### src/rtl/uart_frame_tx.sv
// uart_frame_tx: builds and sends the "P<amp4><freq6>\r\n" ASCII frame through a byte UART TX core.
// Define UART_FRAME_TX_CKSUM_EN to insert an XOR checksum byte before CR.
module uart_frame_tx #(
  parameter int AMP_W    = 14,
  parameter int FREQ_W   = 20,
  parameter int CONV_CYC = 20
) (
  input  logic              clk,
  input  logic              rst_n,
  input  logic              send,
  input  logic [AMP_W-1:0]  amp_in,
  input  logic [FREQ_W-1:0] freq_in,
  input  logic              tx_busy,
  output logic [7:0]        tx_data,
  output logic              tx_start,
  output logic              busy,
  output logic              done
);
`ifdef UART_FRAME_TX_CKSUM_EN
  localparam int NB = 14;
`else
  localparam int NB = 13;
`endif
  localparam logic [3:0] LAST = 4'(NB - 1);
  localparam int CW = $clog2(CONV_CYC + 1);
  typedef enum logic [2:0] {IDLE, CONV, LOAD, START, WAIT_ACK, WAIT_DONE, FIN} state_t;
  state_t              state_q, state_d;
  logic [CONV_CYC-1:0] amp_sh_q, amp_sh_d, freq_sh_q, freq_sh_d;
  logic [15:0]         amp_bcd_q, amp_bcd_d, amp_a;
  logic [23:0]         freq_bcd_q, freq_bcd_d, freq_a;
  logic [CW-1:0]       cnt_q, cnt_d;
  logic [3:0]          idx_q, idx_d, sel;
  logic [7:0]          tx_data_d, cur_byte;
  logic                tx_start_d, busy_d, done_d;
  logic [AMP_W-1:0]    amp_sat;
  logic [FREQ_W-1:0]   freq_sat;
  logic [7:0]          frame [NB];

  function automatic logic [3:0] adj(input logic [3:0] n);
    return (n >= 4'd5) ? n + 4'd3 : n;
  endfunction

  assign amp_sat  = (32'(amp_in) > 32'd9999) ? AMP_W'(9999) : amp_in;
  assign freq_sat = (32'(freq_in) > 32'd999999) ? FREQ_W'(999999) : freq_in;

  always_comb begin
    for (int i = 0; i < 4; i++) amp_a[4*i +: 4] = adj(amp_bcd_q[4*i +: 4]);
    for (int i = 0; i < 6; i++) freq_a[4*i +: 4] = adj(freq_bcd_q[4*i +: 4]);
  end

`ifdef UART_FRAME_TX_CKSUM_EN
  logic [3:0] ck;
  always_comb begin
    ck = 4'h0;
    for (int i = 0; i < 4; i++) ck = ck ^ amp_bcd_q[4*i +: 4];
    for (int i = 0; i < 6; i++) ck = ck ^ freq_bcd_q[4*i +: 4];
  end
`endif

  always_comb begin
    frame[0] = 8'h50;
    for (int i = 0; i < 4; i++) frame[1+i] = {4'h3, amp_bcd_q[15-4*i -: 4]};
    for (int i = 0; i < 6; i++) frame[5+i] = {4'h3, freq_bcd_q[23-4*i -: 4]};
`ifdef UART_FRAME_TX_CKSUM_EN
    // ten 0x3 high nibbles cancel, leaving the XOR of the BCD digits
    frame[11] = {4'h0, ck};
`endif
    frame[NB-2] = 8'h0D;
    frame[NB-1] = 8'h0A;
  end

  assign sel      = (state_q == WAIT_DONE && idx_q != LAST) ? idx_q + 4'd1 : idx_q;
  assign cur_byte = frame[sel];

  always_comb begin
    state_d    = state_q;
    amp_sh_d   = amp_sh_q;
    freq_sh_d  = freq_sh_q;
    amp_bcd_d  = amp_bcd_q;
    freq_bcd_d = freq_bcd_q;
    cnt_d      = cnt_q;
    idx_d      = idx_q;
    tx_data_d  = tx_data;
    tx_start_d = 1'b0;
    busy_d     = busy;
    done_d     = 1'b0;
    case (state_q)
      IDLE: if (send) begin
        amp_sh_d   = CONV_CYC'(amp_sat);
        freq_sh_d  = CONV_CYC'(freq_sat);
        amp_bcd_d  = '0;
        freq_bcd_d = '0;
        cnt_d      = '0;
        idx_d      = '0;
        busy_d     = 1'b1;
        state_d    = CONV;
      end
      CONV: begin
        amp_bcd_d  = 16'({amp_a, amp_sh_q[CONV_CYC-1]});
        freq_bcd_d = 24'({freq_a, freq_sh_q[CONV_CYC-1]});
        amp_sh_d   = amp_sh_q << 1;
        freq_sh_d  = freq_sh_q << 1;
        cnt_d      = cnt_q + CW'(1);
        if (cnt_q == CW'(CONV_CYC - 1)) state_d = LOAD;
      end
      LOAD: begin
        idx_d      = '0;
        tx_data_d  = cur_byte;
        tx_start_d = !tx_busy;
        state_d    = START;
      end
      // a registered strobe already high means the byte was launched this cycle
      START: if (tx_start) state_d = WAIT_ACK;
      else if (!tx_busy) begin
        tx_start_d = 1'b1;
        tx_data_d  = cur_byte;
      end
      WAIT_ACK: if (tx_busy) state_d = WAIT_DONE;
      WAIT_DONE: if (!tx_busy) begin
        if (idx_q == LAST) begin
          done_d  = 1'b1;
          busy_d  = 1'b0;
          state_d = FIN;
        end else begin
          idx_d      = idx_q + 4'd1;
          tx_data_d  = cur_byte;
          tx_start_d = 1'b1;
          state_d    = START;
        end
      end
      FIN: state_d = IDLE;
      default: state_d = IDLE;
    endcase
  end

  always_ff @(posedge clk or negedge rst_n)
    if (!rst_n) begin
      state_q    <= IDLE;
      amp_sh_q   <= '0;
      freq_sh_q  <= '0;
      amp_bcd_q  <= '0;
      freq_bcd_q <= '0;
      cnt_q      <= '0;
      idx_q      <= '0;
      tx_data    <= 8'h00;
      tx_start   <= 1'b0;
      busy       <= 1'b0;
      done       <= 1'b0;
    end else begin
      state_q    <= state_d;
      amp_sh_q   <= amp_sh_d;
      freq_sh_q  <= freq_sh_d;
      amp_bcd_q  <= amp_bcd_d;
      freq_bcd_q <= freq_bcd_d;
      cnt_q      <= cnt_d;
      idx_q      <= idx_d;
      tx_data    <= tx_data_d;
      tx_start   <= tx_start_d;
      busy       <= busy_d;
      done       <= done_d;
    end
endmodule

### config.mk
export PLATFORM = sky130hd
export DESIGN_NAME = uart_frame_tx
export DESIGN_NICKNAME = d
export VERILOG_FILES = /design/src/rtl/uart_frame_tx.sv
export SDC_FILE = /design/constraint.sdc
export NUM_CORES = 1
export LEC_CHECK = 0
export ABC_AREA = 1
export BUFFER_PORTS_ARGS = -buffer_cell sky130_fd_sc_hd__buf_2
export CORE_ASPECT_RATIO = 0.8
export CORE_MARGIN = 2
export CORE_UTILIZATION = 54
export DETAILED_ROUTE_END_ITERATION = 10
export PLACE_DENSITY_LB_ADDON = 0.3
export SLEW_MARGIN = 20
export SYNTH_ARGS = -nofsm -noshare
export SYNTH_HDL_FRONTEND = slang
export SYNTH_SLANG_ARGS = --single-unit
### constraint.sdc
create_clock -name clk -period 2 [get_ports clk]
set_input_delay 0.5 -clock clk [delete_from_list [all_inputs] [get_ports clk]]
set_output_delay 0.5 -clock clk [all_outputs]
set_load 0.01 [all_outputs]
==> results of run 1 <==
[state kept, by name, indices dropped and copies added, names as in the netlist]
| name | flops |
|---|---|
| amp_sh_q | 20 |
| freq_bcd_q | 24 |
| busy | 1 |
| cnt_q | 5 |
| done | 1 |
| state_q | 3 |
| freq_sh_q | 20 |
| tx_data | 7 |
| tx_start | 1 |
| idx_q | 4 |
| amp_bcd_q | 16 |
[layout make-up]
cell class | count | area, µm²
multi-input cells | 520 | 2835
well taps | 140 | 175.2
fillers | 874 | 3711
inverters | 103 | 390.4
repair buffers | 67 | 469.2
clock buffers | 9 | 225.2
clock inverters | 6 | 46.29
flip-flops and latches | 102 | 2552
[logic make-up (layout without fill, tap and decap cells)]
group	Yosys count	in the layout	synth area share, %
compound gates	145	145	14.52
simple gates	340	340	25.99
xor+xnor	11	11	1.649
buf+inv	129	185	9.147
flops	102	102	43.70
other cells	1	1	0.06421
fa+ha+maj	23	23	4.927
[worst max-delay path by stage]
| stage | from | to | slack (ps) | cells after the start |
|---|---|---|---|---|
| final | idx_q[1] | tx_data[1] | 110 | 11 |
| after global routing | idx_q[0] | tx_data[5] | -10 | 8 |
| after CTS | idx_q[0] | tx_data[2] | 80 | 12 |
| after detailed placement | state_q[1] | tx_data[2] | 20 | 11 |
| after global placement | idx_q[0] | tx_data[2] | 120 | 12 |
| after floorplan | idx_q[0] | tx_data[5] | 100 | 9 |
[what timing repair did]
item | CTS | global route
setup endpoints to repair | 1 | 11
gates resized for setup | 1 | 19
endpoints found under the hold margin | 10 | 0
gates cloned | 0 | 0
pin swaps | 0 | 1
hold buffers | 1 | 0
[power breakdown]
part	leakage (nW)	switching [mW]	total [mW]	internal (mW)
Sequential	1.31	0.568	3.49	2.92
Clock	0.128	0.788	1.63	0.846
Combinational	1.72	3.23	5.05	1.82
[synthesized netlist by cell type (2+ instances only)]
cell type	instances	share of area (%)
buf_4	5	0.64
nand3_1	92	7.9
a31oi_1	3	0.32
nand3_4	2	0.60
ha_1	23	4.9
nand4_1	2	0.21
nor2_1	63	4.0
a22oi_1	2	0.26
nor2_2	2	0.21
dfrtp_1	102	44
or2_2	6	0.64
buf_6	3	0.58
nor2_4	3	0.58
xor2_1	10	1.5
buf_2	7	0.60
nand2_1	157	10
o22ai_1	29	3.1
nor3_1	3	0.26
nand3_2	2	0.34
inv_2	4	0.26
buf_1	2	0.13
clkbuf_1	9	0.58
a21oi_1	26	2.2
o221ai_1	7	1.0
o21ai_0	63	5.4
o32ai_1	9	1.3
inv_1	99	6.4
nand2_2	5	0.54
[per-stage QoR]
| stage | hold WS (ps) | power (mW) | TNS (ps) | utilization (%) | std cells |
|---|---|---|---|---|---|
| final | 348.9 | 10.16 | 0 | 64.33 | 947 |
| after global routing | 354.0 | 11.08 | -31.45 | 64.33 | 947 |
| after CTS | 339.8 | 10.06 | 0 | 63.53 | 947 |
| after detailed placement | 368.8 | 8.406 | 0 | 60.80 | 931 |
| after global placement | 367.1 | 8.160 | 0 | 60.80 | 931 |
| after floorplan | 204.4 | 6.968 | 0 | - | 751 |
[metal layers]
metal  global-route usage, %  vias up  routed length (µm)
li1                        -     2590                   -
met1                   36.01     2480                6449
met2                   39.51      158                6619
met3                   6.427       16                 867
met4                   5.635        0                 148
met5                       0        -                   0
[worst max-delay path, cell delays in order (launching register included)]
cell and delay, ps:
dfrtp_1 380, inv_1 100, ha_2 200, nand3_4 110
buf_6 160, nand3_1 150, nand2_4 110, nor2_2 130
nand2_1 70, a21oi_1 190, nor2_1 60, a21oi_1 140
==> results.json, run 1 <==
{
  "hpwlAfterDp_um": 10130,
  "ys_seq_area_share_pct": 43.70,
  "crit_type": "register to register",
  "grt_usage_pct": 25.41,
  "crit_fanout": 9,
  "ant_nets": 0,
  "synthArstFlopShare_pct": 100.0,
  "ys.flop_type": "dfrtp_1",
  "clk_latency_ps": 350,
  "port_buffers": 47,
  "grt_max_degree": 56,
  "grt_pass1_wl_um": 24370,
  "critical_path_arrival_ps": 2160,
  "cts_buffers": 9,
  "cp-end-kind": "register",
  "ys_warn_count": 0,
  "num_vias": 5244,
  "skew_ps": 8.984,
  "min_from": "tx_busy",
  "h-tree-depth": 3,
  "synth_edf_count": 0,
  "clock_sinks": 102,
  "hold_class": "input pin to register",
  "finalSetupViolCount": 0,
  "min_period_ps": 1885,
  "drc": 0,
  "io_pins": 49,
  "setup_ws_ps": 115.0,
  "netlist_area_um2": 5841,
  "routed_wirelength_um": 14090,
  "dieArea_um2": 11670,
  "place_ws_ps": 22.79,
  "routedWlPerCell_um": 14.87,
  "syn_inst": 751,
  "antenna_cells": 0,
  "max_freq_mhz": 530.5,
  "die_y_um": 97.02,
  "layout_common_cells": "154 x nand2_1, 102 x dfrtp_1, 98 x inv_1",
  "start_util_pct": 56.13,
  "avgSynthCellArea_um2": 7.777,
  "rr_startpoint": "idx_q[1]",
  "stdcell_area_um2": 6694,
  "antenna_found_initial": 0,
  "ir_drop_uv": 879.0,
  "r2r-end": "tx_data[1]",
  "maxCapViolCount": 0,
  "grt-ovfl-total": 0,
  "worstHoldEndpoint": "tx_start",
  "cp_data_required_time_ps": 2270,
  "rr_worst_depth": 11,
  "fin_crit_sh_pct": 94.25,
  "root_buffer": "clkbuf_16",
  "die_w_um": 120.3,
  "drt-pass1-iter-count": 5,
  "cts.path.max_buffers": 2,
  "ys_ff_latch": 102,
  "tritoncts": "yes",
  "status": "complete, no violations",
  "yosysUniqueCellTypes": 39,
  "whs_path_depth": 2,
  "drt_iter0_drc": 376,
  "syn_to_final_growth_pct": 14.61,
  "r2r_setup_slack_ps": 110,
  "p_per_area_nw_per_um2": 1518,
  "drive_gt1_share_pct": 14.87,
  "clk_pin_slew_worst_paths_ps": 60,
  "grt_pass1_vias": 5154,
  "mostFrequentLayoutCell": "nand2_1",
  "worstSetupStartpointType": "register",
  "globalplace.congestion": 0.9349,
  "slew_viol_final": 0,
  "vias_per_cell": 5.537,
  "cts_setup_buffers": 0,
  "leakagePower_nw": 3.154,
  "finalHoldViolCount": 0,
  "fp-row-count": 33,
  "synth_nets": 812,
  "place_area_um2": 6326,
  "nets": 864,
  "fp.coreArea_um2": 10410
}
(Power assumes the default switching activity.)
==> inputs of run 2 (changes only) <==
- CORE_ASPECT_RATIO: 0.8 -> 0.6
- CORE_UTILIZATION: 54 -> 65
- clock period: 2 -> 2.3 ns (I/O delays scaled with it)
==> results.json, run 2 (synthesis results as in run 1) <==
{
  "fp.coreArea_um2": 8621,
  "tns_ps": 0,
  "path_buf_inv": 1,
  "clk_pin_slew_worst_paths_ps": 80,
  "internal-power_mw": 4.777,
  "cpLargestDelayFamily": "simple AND/OR/NAND/NOR gates",
  "routed_wirelength_um": 14540,
  "root_buffer": "clkbuf_16",
  "grt-ovfl-total": 0,
  "fillers": 589,
  "grt_pass1_wl_um": 24230,
  "grt_setup_unrepaired": "no",
  "path_depth": 12,
  "min_period_ps": 2152,
  "clk_latency_ps": 350,
  "power_frac_comb_pct": 48.5,
  "die_y_um": 77.43,
  "leakagePower_nw": 3.104,
  "finalHoldViolCount": 0,
  "fin_crit_sh_pct": 93.58,
  "cp-startpoint": "idx_q[0]",
  "num_vias": 5459,
  "cpPeakStageDelay_ps": 460,
  "worst_pin_slew_ps": 569.7,
  "status": "complete, no violations",
  "ir_drop_uv": 719.9,
  "hold_class": "input pin to asynchronous set/reset pin",
  "finalSetupViolCount": 0,
  "reg.largest.list": "freq_bcd_q x24, amp_sh_q x20, freq_sh_q x20",
  "cts_buffers": 9,
  "clkPwrFrac_pct": 16.8,
  "port_buffers": 47,
  "crit_type": "register to register",
  "slew_viol_final": 0,
  "h-tree-depth": 3,
  "p_seq_share_pct": 34.7,
  "routedWlPerCell_um": 15.96,
  "rr_startpoint": "idx_q[0]",
  "r2r-end": "tx_data[1]",
  "nets": 855,
  "drt-pass1-iter-count": 5,
  "drive_gt1_share_pct": 13.39,
  "cts_setup_buffers": 0,
  "crit_fanout": 10,
  "p_per_area_nw_per_um2": 1355,
  "die_w_um": 126.4,
  "largest_reg_flops": 24,
  "regMostFlops": "freq_bcd_q",
  "globalplace.congestion": 0.9380,
  "swShare_pct": 46.02,
  "cts-hold-fix-buffers": 0,
  "cp-end-kind": "register",
  "grt_max_degree": 56,
  "hpwlAfterDp_um": 10350,
  "relSlewSlack_pct": 61.73,
  "grt_pass1_vias": 5194,
  "syn_to_final_growth_pct": 11.78,
  "cts.path.max_buffers": 2,
  "io_pins": 49,
  "maxCapViolCount": 0,
  "clock_sinks": 102,
  "fp-row-count": 26,
  "drt_iter0_drc": 677,
  "skew_ps": 9.597,
  "instances_no_fill": 911,
  "tritoncts": "yes",
  "ant_nets": 0,
  "vias_per_cell": 5.992,
  "cp_slowest_cell": "dfrtp_2",
  "total_power_mw": 8.849,
  "start_util_pct": 67.75,
  "worstSetupStartpointType": "register",
  "antenna_found_initial": 0,
  "rr_worst_depth": 12,
  "antenna_cells": 0,
  "critical_path_arrival_ps": 2420,
  "dieArea_um2": 9785,
  "max_freq_mhz": 464.6,
  "cp_data_required_time_ps": 2570,
  "worstPathCellList": "inv_2 -> ha_1 -> nand3_2 -> nand3_4 -> nand2_2 -> nand2_4 -> nand2_1 -> nand2_1 -> nand2_1 -> nand3_1 -> nand3_1 -> a21oi_1",
  "switchingPower_mw": 4.072,
  "grt_usage_pct": 30.62,
  "dp.cells": 895,
  "crit_top_cell": "nand2_1",
  "crit_end": "tx_data[1]",
  "layout_common_cells": "156 x nand2_1, 101 x dfrtp_1, 97 x inv_1",
  "drc": 0,
  "r2r_setup_slack_ps": 150,
  "mostFrequentLayoutCell": "nand2_1"
}
## run 2: changes by cell type in the layout (fill, tap and decap cells not counted), moves of 2 or more
cell | previous run | this run
buf_12 | 6 | 4
nand2_1 | 154 | 156
nand2_4 | 6 | 4
nand3_2 | 0 | 2
nor2_1 | 58 | 61
nand3_4 | 4 | 2
nor2_2 | 7 | 4
buf_4 | 13 | 8
## run 2: area by class of cell
type	instances	area, µm²	area share (%)
Multi-Input combinational cell	520	2783	42.62
Sequential cell	102	2554	39.11
Inverter	103	390.4	5.979
Timing Repair Buffer	58	370.4	5.673
Clock buffer	9	225.2	3.450
Tap cell	112	140.1	2.146
Clock inverter	7	66.31	1.016
## run 2: stage by stage
step	worst slack, ps	area (µm²)	util, %	hold WS (ps)
after floorplan	404.1	5841	-	279.4
after global placement	168.1	6206	71.99	465.4
after detailed placement	45.38	6206	71.99	467.4
after CTS	17.06	6497	75.37	200.3
after global routing	17.16	6529	75.73	217.6
final	147.7	6529	75.73	174.6
## run 2: layer usage
layer	up-vias	routed length [µm]	global-route usage, %
met5	-	0	0
met4	0	198	8.242
met3	31	1418	6.897
met2	296	6369	47.22
met1	2567	6556	44.05
li1	2565	-	-
## run 2: timing repair
action	CTS	global route
gates resized for setup	0	10
setup endpoints to repair	0	6
hold endpoints to repair	0	0
## run 2: how the worst min path moves through the flow
stage	cells past startpoint	start	end	slack, ps
2_1_floorplan	0	rst_n	amp_bcd_q[0]	280
3_3_place_gp	2	tx_data[6]	tx_data[6]	470
3_5_place_dp	2	tx_data[4]	tx_data[4]	470
4_1_cts	1	rst_n	freq_sh_q[9]	200
5_1_grt	1	rst_n	freq_sh_q[10]	220
6_report	1	rst_n	freq_sh_q[9]	170
## run 2: power by group through the flow
stage | registers (mW) | logic, mW | clock network [mW]
2_1_floorplan | 2.95 | 3.11 | 0
3_3_place_gp | 3.03 | 3.95 | 0
3_5_place_dp | 3.07 | 4.15 | 0
4_1_cts | 3.05 | 4.19 | 1.49
5_1_grt | 3.15 | 4.79 | 1.55
6_report | 3.07 | 4.29 | 1.49
